**src/rtl/decode_scan.sv**
```systemverilog
// decode_scan: registered N-to-2^N one-hot decoder with an auto-scan mode.
// In direct mode the channel follows sel_i. In scan mode an internal index
// starts at sel_i and advances one channel every DWELL enabled cycles,
// wrapping at OUT_W-1. ACTIVE_LOW inverts the channel output at the port.
//
// Ports:
//   clk_i   system clock, rising edge
//   rst_i   synchronous reset, active-high
//   en_i    enable; 0 blanks out_o and freezes scan state
//   mode_i  0 = direct decode of sel_i, 1 = auto-scan
//   sel_i   channel select (direct) / start channel on scan entry
//   out_o   registered one-hot (one-cold if ACTIVE_LOW) channel output
//   idx_o   registered index of the active channel
//   tick_o  one-cycle pulse: scan index advanced
//   wrap_o  one-cycle pulse: scan index advanced from OUT_W-1 to 0
module decode_scan #(
   parameter int unsigned SEL_W      = 4,
   parameter int unsigned DWELL      = 1000,
   parameter int unsigned ACTIVE_LOW = 0
) (
   input  logic                  clk_i,
   input  logic                  rst_i,
   input  logic                  en_i,
   input  logic                  mode_i,
   input  logic [SEL_W-1:0]      sel_i,
   output logic [(2**SEL_W)-1:0] out_o,
   output logic [SEL_W-1:0]      idx_o,
   output logic                  tick_o,
   output logic                  wrap_o
);

   localparam int unsigned OUT_W = 2**SEL_W;
   localparam int unsigned CNT_W = (DWELL > 1) ? $clog2(DWELL) : 1;
   localparam logic [CNT_W-1:0] CNT_LAST = CNT_W'(DWELL - 1);
   // All-inactive output pattern; also used as the polarity XOR mask.
   localparam logic [OUT_W-1:0] OUT_IDLE = {OUT_W{(ACTIVE_LOW != 0)}};
   localparam logic [SEL_W-1:0] IDX_LAST = SEL_W'(OUT_W - 1);

   logic [SEL_W-1:0] idx_q, idx_d;
   logic [CNT_W-1:0] cnt_q, cnt_d;
   logic             mode_q, mode_d;
   logic [OUT_W-1:0] out_q, out_d;
   logic             tick_q, tick_d;
   logic             wrap_q, wrap_d;

   // Polarity-adjusted one-hot decode of a channel index.
   function automatic logic [OUT_W-1:0] decode(input logic [SEL_W-1:0] i);
      logic [OUT_W-1:0] oh;
      oh = OUT_W'(1) << i;
      return oh ^ OUT_IDLE;
   endfunction

   // Next-state logic; en_i=0 leaves idx/cnt/mode held and output blanked.
   always_comb begin
      idx_d  = idx_q;
      cnt_d  = cnt_q;
      mode_d = mode_q;
      out_d  = OUT_IDLE;
      tick_d = 1'b0;
      wrap_d = 1'b0;
      if (en_i) begin
         if (!mode_i || !mode_q) begin
            // Direct decode, or first scan cycle: load from sel_i.
            idx_d  = sel_i;
            cnt_d  = '0;
            mode_d = mode_i;
            out_d  = decode(sel_i);
         end else if (cnt_q != CNT_LAST) begin
            cnt_d = cnt_q + CNT_W'(1);
            out_d = decode(idx_q);
         end else begin
            // Index width equals log2(OUT_W), so the increment wraps naturally.
            cnt_d  = '0;
            idx_d  = idx_q + SEL_W'(1);
            out_d  = decode(idx_q + SEL_W'(1));
            tick_d = 1'b1;
            wrap_d = (idx_q == IDX_LAST);
         end
      end
   end

   // State and output registers with synchronous reset.
   always_ff @(posedge clk_i) begin
      if (rst_i) begin
         idx_q  <= '0;
         cnt_q  <= '0;
         mode_q <= 1'b0;
         out_q  <= OUT_IDLE;
         tick_q <= 1'b0;
         wrap_q <= 1'b0;
      end else begin
         idx_q  <= idx_d;
         cnt_q  <= cnt_d;
         mode_q <= mode_d;
         out_q  <= out_d;
         tick_q <= tick_d;
         wrap_q <= wrap_d;
      end
   end

   assign out_o  = out_q;
   assign idx_o  = idx_q;
   assign tick_o = tick_q;
   assign wrap_o = wrap_q;

endmodule
```
**config.mk**
```make
export PLATFORM = sky130hd
export DESIGN_NAME = decode_scan
export DESIGN_NICKNAME = d
export VERILOG_FILES = /design/src/rtl/decode_scan.sv
export SDC_FILE = /design/constraint.sdc
export NUM_CORES = 1
export LEC_CHECK = 0
export BUFFER_PORTS_ARGS = -buffer_cell sky130_fd_sc_hd__buf_2
export CAP_MARGIN = 20
export CORE_MARGIN = 3
export CORE_UTILIZATION = 53
export DETAILED_ROUTE_END_ITERATION = 10
export GPL_TIMING_DRIVEN = 1
export HOLD_SLACK_MARGIN = 0.06
export PLACE_DENSITY_LB_ADDON = 0.25
export SETUP_SLACK_MARGIN = 0.15
export SYNTH_ARGS = -nofsm -noshare
export SYNTH_HDL_FRONTEND = slang
export SYNTH_SLANG_ARGS = --single-unit
```
**constraint.sdc**
```tcl
create_clock -name clk_i -period 2.5 [get_ports clk_i]
set_input_delay 0.125 -clock clk_i [delete_from_list [all_inputs] [get_ports clk_i]]
set_output_delay 0.125 -clock clk_i [all_outputs]
set_load 0.1 [all_outputs]
```
==> results of run 1 <==
[how the worst max path moves through the flow]
stage | startpoint | end | slack (ps) | cells past startpoint
6_report | cnt_q[0] | out_o[7] | 450 | 6
5_1_grt | cnt_q[0] | out_o[5] | 180 | 6
4_1_cts | cnt_q[0] | out_o[3] | 420 | 5
3_5_place_dp | cnt_q[0] | out_o[3] | 470 | 5
3_3_place_gp | cnt_q[0] | out_o[0] | 540 | 6
2_1_floorplan | idx_o[0] | out_o[0] | 280 | 6
[metrics by stage]
| step | total power [uW] | setup slack [ps] |
|---|---|---|
| 6_report | 975 | 452 |
| 3_3_place_gp | 691 | 539 |
| 5_1_grt | 1010 | 176 |
| 2_1_floorplan | 667 | 276 |
| 3_5_place_dp | 694 | 467 |
| 4_1_cts | 981 | 419 |
[state kept, by name, indices dropped and copies added, names as in the netlist]
name,count
mode_q,1
out_o,16
tick_o,1
wrap_o,1
idx_o,4
cnt_q,10
[cells in the final DEF (no fill, tap or decap), types with 2 or more instances in the layout]
cell type,netlist,layout
nor4_2,4,4
buf_2,1,29
mux2i_1,3,3
nor4_1,4,4
a21oi_1,2,2
nand3_1,3,3
dfxtp_1,33,33
and4b_1,3,3
clkinv_2,0,2
o21ai_2,2,2
o21ai_0,4,4
nor3_1,7,7
inv_1,3,3
nor2_1,15,15
nand4_1,5,5
and4_1,2,2
and2_1,2,2
and3_1,3,3
clkbuf_4,0,5
nand2b_1,4,4
nand2_1,18,18
xnor2_1,5,5
xor2_1,5,5
ha_1,2,2
o2bb2ai_1,2,2
[area by class of cell]
| type | count | area, um2 |
|---|---|---|
| Fill cell | 232 | 848 |
| Multi-Input combinational cell | 112 | 777 |
| Sequential cell | 33 | 661 |
| Timing Repair Buffer | 30 | 155 |
| Clock buffer | 5 | 37.5 |
| Tap cell | 30 | 37.5 |
| Clock inverter | 3 | 17.5 |
| Inverter | 3 | 11.3 |
[per-layer routing]
| layer | up-vias | share of wire | wire length, um |
|---|---|---|---|
| li1 | 615 | - | - |
| met1 | 576 | 0.39 | 1160 |
| met2 | 45 | 0.52 | 1560 |
| met3 | 4 | 0.080 | 240 |
| met4 | 0 | 0.014 | 41 |
| met5 | - | 0 | 0 |
[power by group through the flow]
stage                     sequential, uW  combinational, uW  clock, uW
after global routing                 546                150        318
after CTS                            544                139        297
after floorplan                      608               59.8          0
final                                544                139        292
after detailed placement             556                138          0
after global placement               556                135          0
[worst register-to-register path, delay by kind of cell (launching register included)]
kind / cells / cell delay (ps)
AND/OR/NAND/NOR: 3 / 670
flip-flops: 1 / 400
AO/OA/AOI/OAI: 2 / 610
adder cells (fa/ha/maj): 1 / 260
[cells by family (layout without fill, tap and decap cells)]
group,after synthesis,in the layout,share of synthesized area
AND/OR/NAND/NOR,78,78,0.330
flip-flops,33,33,0.450
AO/OA/AOI/OAI,19,19,0.101
XOR/XNOR,10,10,0.0596
buffers and inverters,8,41,0.0213
multiplexers,3,3,0.0204
adder cells (fa/ha/maj),2,2,0.0170
==> results.toml, run 1 <==
[run_status]
status = "complete, no violations"

[clock_network]
cts_setup_buffers = 0
hold_buffers = 1
clockRootBuffer = "clkbuf_4"
cts_resized = 0
cts.sinks = 33
clockBufferDepth = 2
cts_max_level = 2
cts_made_buffers = 5
clk_pin_slew_ps = 100
cts_tree = "yes"
clk_latency_ps = 350

[placement]
place.gp.congestion = 0.831
dp_hpwl_mm = 2.29
io_buffers = 29
placed_cell_area_um2 = 1630
placed_cells = 207

[sta]
fin_worst_skew_ps = 7.11
fin_hold_ws_ps = 74.9
fmax_ghz = 0.488
hold_viol_final = 0
setup_viol = 0
worstMarginPinSlew_ps = 493
period_needed_ps = 2050
maxSlewViolCount = 0
tns_ps = 0
relSlewSlack = 0.670
rsz0062_at_grt = "false"
timing.final.crit_share = 0.819

[logic_synthesis]
synthTopCellsByArea = "dfxtp_1, nand2_1, nor2_1"
synth_edf_count = 0
syn_nets = 163
ys.warnings.count = 0
synth_most_common_cell = "dfxtp_1"
yosysTopAreaCell = "dfxtp_1"
yosysTopAreaCellShare = 0.450
synth_common_cells = "dfxtp_1, nand2_1, nor2_1"
syn_area_per_cell_um2 = 9.60
async_flop_share = 0
synth-seq-area-share = 0.450
synth_cells = 153
syn_area_um2 = 1470
ys_seq_elements = 33
yosysUniqueCellTypes = 41
synthFlopType = "dfxtp_1"

[worst_setup_path]
reg2reg_to = "out_o[7]"
slowest_stage = "dfxtp_1"
reg2reg_depth = 6
rr_startpoint = "cnt_q[0]"
cp-start-kind = "register"
crit_chain = "ha_1 > nand2_1 > o311ai_1 > nand3_1 > o211ai_1 > nor3_1"
cpLargestDelayFamily = "simple AND/OR/NAND/NOR gates"
critPathMaxStageDelay_ps = 400
r2r_slack_ps = 450
cp.required_ps = 2730
worstSetupPathType = "reg -> reg"
cp.arrival_ps = 2280
endpoint_kind = "register"
cp_num_buf_inv = 0
path_max_fanout = 12

[cells_and_area]
drive_gt1_frac = 0.280
final_cell_area_um2 = 1700
postLayoutCoreUtil = 0.667
antenna_cells = 0
final_cells = 216
fin_nets = 195
syn_to_final_growth_pct = 15.5

[grt]
grt_busiest_layer = "met2"
antenna_found_initial = 0
overflow = 0
grt_usage = 0.196
grt_max_degree = 14
gr-usage-met3 = 0.0417
grtUsageMet2 = 0.348
grt_util_met1 = 0.224
grt_pass1_wl_mm = 5.13
grt_pass1_vias = 1156

[pwr]
p_sw_uw = 301
clockPowerShare = 0.299
vdd_drop_max_v = 0.000493
leakage_uw = 0.000719
comb_power_share = 0.142
p_seq_frac = 0.559
switching_share = 0.308
p_per_area_nw_per_um2 = 575
p_int_uw = 674

[worst_hold_path]
hold_start = "mode_i"
hold_class = "in -> reg"
hold_depth = 3
hold_end = "mode_q"

[routing]
dr.pass1.iters = 5
drt-initial-drc-count = 47
ant_nets = 0
drc = 0
wl_per_cell_um = 13.9
vias = 1240
vias_per_cell = 5.74
finalWirelength_mm = 3.00

[floorplanning]
die_x_um = 58.6
fp.dieArea_um2 = 3440
dieHeight_um = 58.6
ios = 30
core_um2 = 2540
initial_utilization = 0.577
core.rowCount = 18

[run]
drv_cap = 0
(Power assumes the default switching activity.)
==> run 2: changes to the inputs <==
Settings changed: ABC_AREA from default to 1, CORE_UTILIZATION 53 to 48.
Clock period 2.5 ns to 1.88 ns, I/O delays scaled along.
==> run 2 against run 1 <==
- worst hold slack improved by 10 ps
- power rose by 37%
- global-route usage fell by 1.9 points
- final area rose by 2.0%
- maximum frequency rose by 31%
- synthesized area fell by 1.3%
- largest power group unchanged
- clock skew rose by 3.3 ps
- largest cell class unchanged
- utilization fell by 5.5 points
- clock-buffer cell count did not move
- non-clock buffer count rose by 1
- via count rose by 0.73%
==> results.toml, run 2 <==
[run_status]
status = "complete, no violations"

[routing]
ant_nets = 0
dr.pass1.iters = 4
drc = 0
finalWirelength_mm = 2.84
vias_per_cell = 5.04
vias = 1249
wl_per_cell_um = 11.5
drt-initial-drc-count = 58

[run]
drv_cap = 0

[cells_and_area]
syn_to_final_growth_pct = 19.3
final_cell_mix = "nor2_1, buf_2, dfxtp_1"
fin_nets = 226
largest_reg_flops = 16
final_cell_area_um2 = 1730
drive_gt1_frac = 0.346
postLayoutCoreUtil = 0.612
antenna_cells = 0
final_cells = 248

[logic_synthesis]
yosysUniqueCellTypes = 27
syn_area_per_cell_um2 = 8.15
ys_seq_elements = 33
syn_nets = 188
synth_cells = 178
syn_area_um2 = 1450
yosysTopAreaCellShare = 0.456
synth-seq-area-share = 0.456
synth_edf_count = 0
async_flop_share = 0
ys.warnings.count = 0
synth_most_common_cell = "dfxtp_1"
synthTopCellsByArea = "dfxtp_1, nor2_1, nand3_1"
synth_common_cells = "dfxtp_1, nor2_1, nand2_1"
yosysTopAreaCell = "dfxtp_1"
synthFlopType = "dfxtp_1"

[grt]
grt_pass1_wl_mm = 4.84
grt_pass1_vias = 1227
overflow = 0
antenna_found_initial = 0
grt_max_degree = 12
grt_usage = 0.177

[worst_setup_path]
endpoint_kind = "register"
cp.arrival_ps = 1840
slowest_stage = "dfxtp_4"
rr_startpoint = "idx_o[0]"
crit_chain = "ha_1 > or2_1 > o21ai_2 > inv_2 > nand2_2 > nand3_1 > nor2_1"
worstSetupStartpoint = "idx_o[0]"
critPathMaxStageDelay_ps = 390
path_max_fanout = 6
worstSetupPathType = "reg -> reg"
cp.required_ps = 2160
cp-start-kind = "register"

[sta]
relSlewSlack = 0.673
period_needed_ps = 1560
hold_viol_final = 0
tns_ps = 0
rsz0062_at_grt = "false"
fmax_ghz = 0.639
fin_worst_skew_ps = 10.4
timing.final.crit_share = 0.832
worstMarginPinSlew_ps = 494
setup_viol = 0
maxSlewViolCount = 0

[clock_network]
clk_latency_ps = 340
cts_made_buffers = 5
cts.sinks = 33
clockRootBuffer = "clkbuf_4"
cts_setup_buffers = 0
cts_tree = "yes"
clk_pin_slew_ps = 110
clockBufferDepth = 2
cts_max_level = 2

[pwr]
p_per_area_nw_per_um2 = 770
vdd_drop_max_v = 0.000389
leakage_uw = 0.000775

[floorplanning]
ios = 30
dieHeight_um = 61.0
initial_utilization = 0.513
die_x_um = 61.0
core.rowCount = 19
core_um2 = 2830
fp.dieArea_um2 = 3720

[worst_hold_path]
hold_start = "en_i"
hold_class = "in -> reg"

[placement]
placed_cells = 238
place.gp.congestion = 0.949
dp_hpwl_mm = 2.20
placed_cell_area_um2 = 1640
io_buffers = 29
[run 2: cell count changes after synthesis, moves of 6 or more]
cell	delta
nor2_4	+6
nand2_1	+6
nor2_1	+14
a21oi_1	+6
nand3_1	+18
inv_1	+10
[run 2: per-layer routing]
metal / up-vias / global-route usage / share of wire
met5: - / 0 / 0
li1: 656 / - / -
met4: 0 / 0.0898 / 0.018
met2: 30 / 0.296 / 0.50
met1: 557 / 0.193 / 0.42
met3: 6 / 0.0702 / 0.056
[run 2: power by group]
group | leakage (uW) | total (uW) | internal (uW) | switching (uW)
registers | 0.000270 | 726 | 713 | 12.9
clock network | 0.0000310 | 391 | 141 | 250
logic | 0.000475 | 216 | 49.6 | 167
total | 0.000775 | 1330 | 903 | 430
[run 2: area by class of cell]
cell class | instances | area, um2
Tap cell | 31 | 38.8
Inverter | 18 | 67.6
Sequential cell | 33 | 672
Clock inverter | 3 | 17.5
Fill cell | 272 | 1100
Timing Repair Buffer | 31 | 165
Clock buffer | 5 | 37.5
Multi-Input combinational cell | 127 | 732
[run 2: worst paths after layout]
kind / to / slack, ps / depth (start not counted)
worst min register to register: cnt_q[1] / 500 / 2
worst max register to register: out_o[0] / 320 / 7
worst max-delay path: out_o[0] / 320 / 7
worst min-delay path: idx_o[2] / 90 / 3
[run 2: worst max-delay path: cells and delay by family (launching register included)]
family | cells | cell delay, ps
AOI/OAI and AO/OA | 1 | 230
DFF | 1 | 390
and+or+nand+nor | 4 | 540
buffers and inverters | 1 | 50
adders and majority gates | 1 | 280
[run 2: stage by stage]
| stage | setup WS (ps) | total power [uW] | hold slack [ps] |
|---|---|---|---|
| after floorplan | 246 | 911 | 156 |
| after global placement | 300 | 951 | 310 |
| after detailed placement | 232 | 954 | 313 |
| after CTS | 210 | 1350 | 67.6 |
| after global routing | 170 | 1410 | 83.2 |
| final | 315 | 1330 | 85.3 |
[run 2: kinds of logic after synthesis]
logic type                 synth area share
and+or+nand+nor                       0.390
AOI/OAI and AO/OA                    0.0725
buffers and inverters                0.0466
adders and majority gates            0.0173
DFF                                   0.456
xor gates and xnor gates             0.0181
[run 2: what timing repair did]
action | 4_1_cts | 5_1_grt
endpoints found under the setup margin | 0 | 22
hold buffers | 2 | 0
resized for setup | 0 | 4
endpoints found under the hold margin | 4 | 0
==> run 3: changes to the inputs <==
Settings changed: CORE_UTILIZATION 48 to 53.
Clock period 1.88 ns to 1.64 ns, I/O delays scaled along.
==> run 3 against run 2 <==
- via count rose by 10%
- clock power rose by 14%
- power is 18% higher
- critical path type unchanged
- clock-buffer cell count is the same
- sequential share of layout area fell by 3.5 points
- critical path depth grew 1
- critical endpoint is now out_o[7]
- largest power group unchanged
- non-clock buffer count increased by 7
- die area decreased by 8.5%
==> results.toml, run 3 (synthesis results as in run 2) <==
[sta]
rsz0062_at_grt = "true"
setup_viol = 0
relSlewSlack = 0.677
timing.final.crit_share = 0.899
fmax_ghz = 0.678
period_needed_ps = 1470
hold_viol_final = 0
fin_worst_skew_ps = 7.98
worstMarginPinSlew_ps = 488
maxSlewViolCount = 0
timing.final.ws_setup_ps = 166
fin_hold_ws_ps = 77.3

[placement]
dp_hpwl_mm = 2.29
place.gp.congestion = 0.899
io_buffers = 29
placed_cells = 237
place_ws_ps = -18.3

[clock_network]
clk_pin_slew_ps = 100
clk_latency_ps = 340
clockRootBuffer = "clkbuf_4"
cts_max_level = 2
cts_made_buffers = 5
cts.sinks = 33
cts_tree = "yes"
clockBufferDepth = 2

[pwr]
comb_power_share = 0.190
p_int_uw = 1060
clockPowerShare = 0.282
p_seq_frac = 0.528
p_per_area_nw_per_um2 = 814
switching_share = 0.326
leakage_uw = 0.000856
vdd_drop_max_v = 0.000726
total_power_uw = 1570
p_sw_uw = 512

[routing]
ant_nets = 0
drt-initial-drc-count = 24
wl_per_cell_um = 12.9
finalWirelength_mm = 3.26
vias = 1376
dr.pass1.iters = 4
wl_met1_mm = 1.23
top_layer_used = "met4"
drc = 0
wl_met2_mm = 1.72
vias_per_cell = 5.42
wl_met3_um = 208

[worst_setup_path]
reg2reg_depth = 8
path_max_fanout = 5
cp-start-kind = "register"
endpoint_kind = "register"
slowest_stage = "dfxtp_4"
cp.arrival_ps = 1750
worstSetupPathType = "reg -> reg"
crit_chain = "ha_4 > nand2_1 > inv_1 > nor2_1 > nand4_1 > nand3_2 > nand3_2 > nor2_1"
critPathMaxStageDelay_ps = 380
cp.required_ps = 1910

[grt]
grt_pass1_wl_mm = 5.29
grt_pass1_vias = 1270
overflow = 0
grt_usage = 0.205
antenna_found_initial = 0
grt_max_degree = 12

[run_status]
status = "complete, no violations"

[floorplanning]
fp.dieArea_um2 = 3400
dieHeight_um = 58.3
initial_utilization = 0.570
core_um2 = 2540
ios = 30
die_x_um = 58.3
core.rowCount = 18

[cells_and_area]
drive_gt1_frac = 0.460
final_cell_mix = "buf_2, nor2_1, dfxtp_1"
antenna_cells = 0
multi_input_area_um2 = 858
syn_to_final_growth_pct = 33.2
final_cells = 254
mostFrequentLayoutCell = "buf_2"
fin_nets = 233
fillerInstances = 181
largest_reg_flops = 16
regArea_um2 = 682

[run]
drv_cap = 0

[worst_hold_path]
hold_class = "in -> reg"
hold_depth = 3
## run 3: cell types whose count changed in the layout (fill, tap and decap cells not counted), sizes merged
cell and delta:
buf +7, clkinvlp -1, inv +1
## run 3: power groups by stage
stage	logic, uW	clock network [uW]	registers, uW
2_1_floorplan	106	0	944
6_report	298	444	831
4_1_cts	270	457	833
3_3_place_gp	245	0	850
3_5_place_dp	249	0	851
5_1_grt	321	486	833
## run 3: cell type report
type,count,share of cell area
clock buffer,5,0.0194
clock inverter,3,0.00842
inverter,18,0.0363
multi-input combinational,127,0.444
sequential,33,0.353
tap,30,0.0194
timing repair buffer,38,0.119
## run 3: metal layers
metal	GRT usage	vias up
li1	-	667
met4	0.0795	0
met2	0.367	52
met1	0.220	643
met5	0	-
met3	0.0724	14
## run 3: path summary, 6_finish.rpt
| kind | slack, ps | startpoint | endpoint |
|---|---|---|---|
| hold / removal | 80 | en_i | idx_o[2] |
| setup reg to reg | 170 | idx_o[1] | out_o[7] |
| setup / recovery | 170 | idx_o[1] | out_o[7] |
| hold reg to reg | 520 | idx_o[2] | idx_o[2] |
## run 3: critical path: cells and delay by family, from the launching register on
kind,cells,cell delay (ps)
buffers and inverters,1,40
and+or+nand+nor,6,830
DFF,1,380
adders and majority gates,1,160
## run 3: metrics by stage
step	util	setup TNS, ps	instance area [um2]
floorplan	-	0	1490
global placement	0.658	0	1680
detailed placement	0.658	-111	1680
CTS	0.729	0	1860
global route	0.759	0	1930
finish	0.759	0	1930
## run 3: timing repair
| item | 4_1_cts | 5_1_grt |
|---|---|---|
| gates cloned | 0 | 0 |
| resized for setup | 15 | 17 |
| pin swaps | 7 | 12 |
| endpoints found under the setup margin | 26 | 27 |
| hold buffers | 2 | 0 |
| setup buffers | 4 | 3 |
| hold endpoints to repair | 4 | 0 |
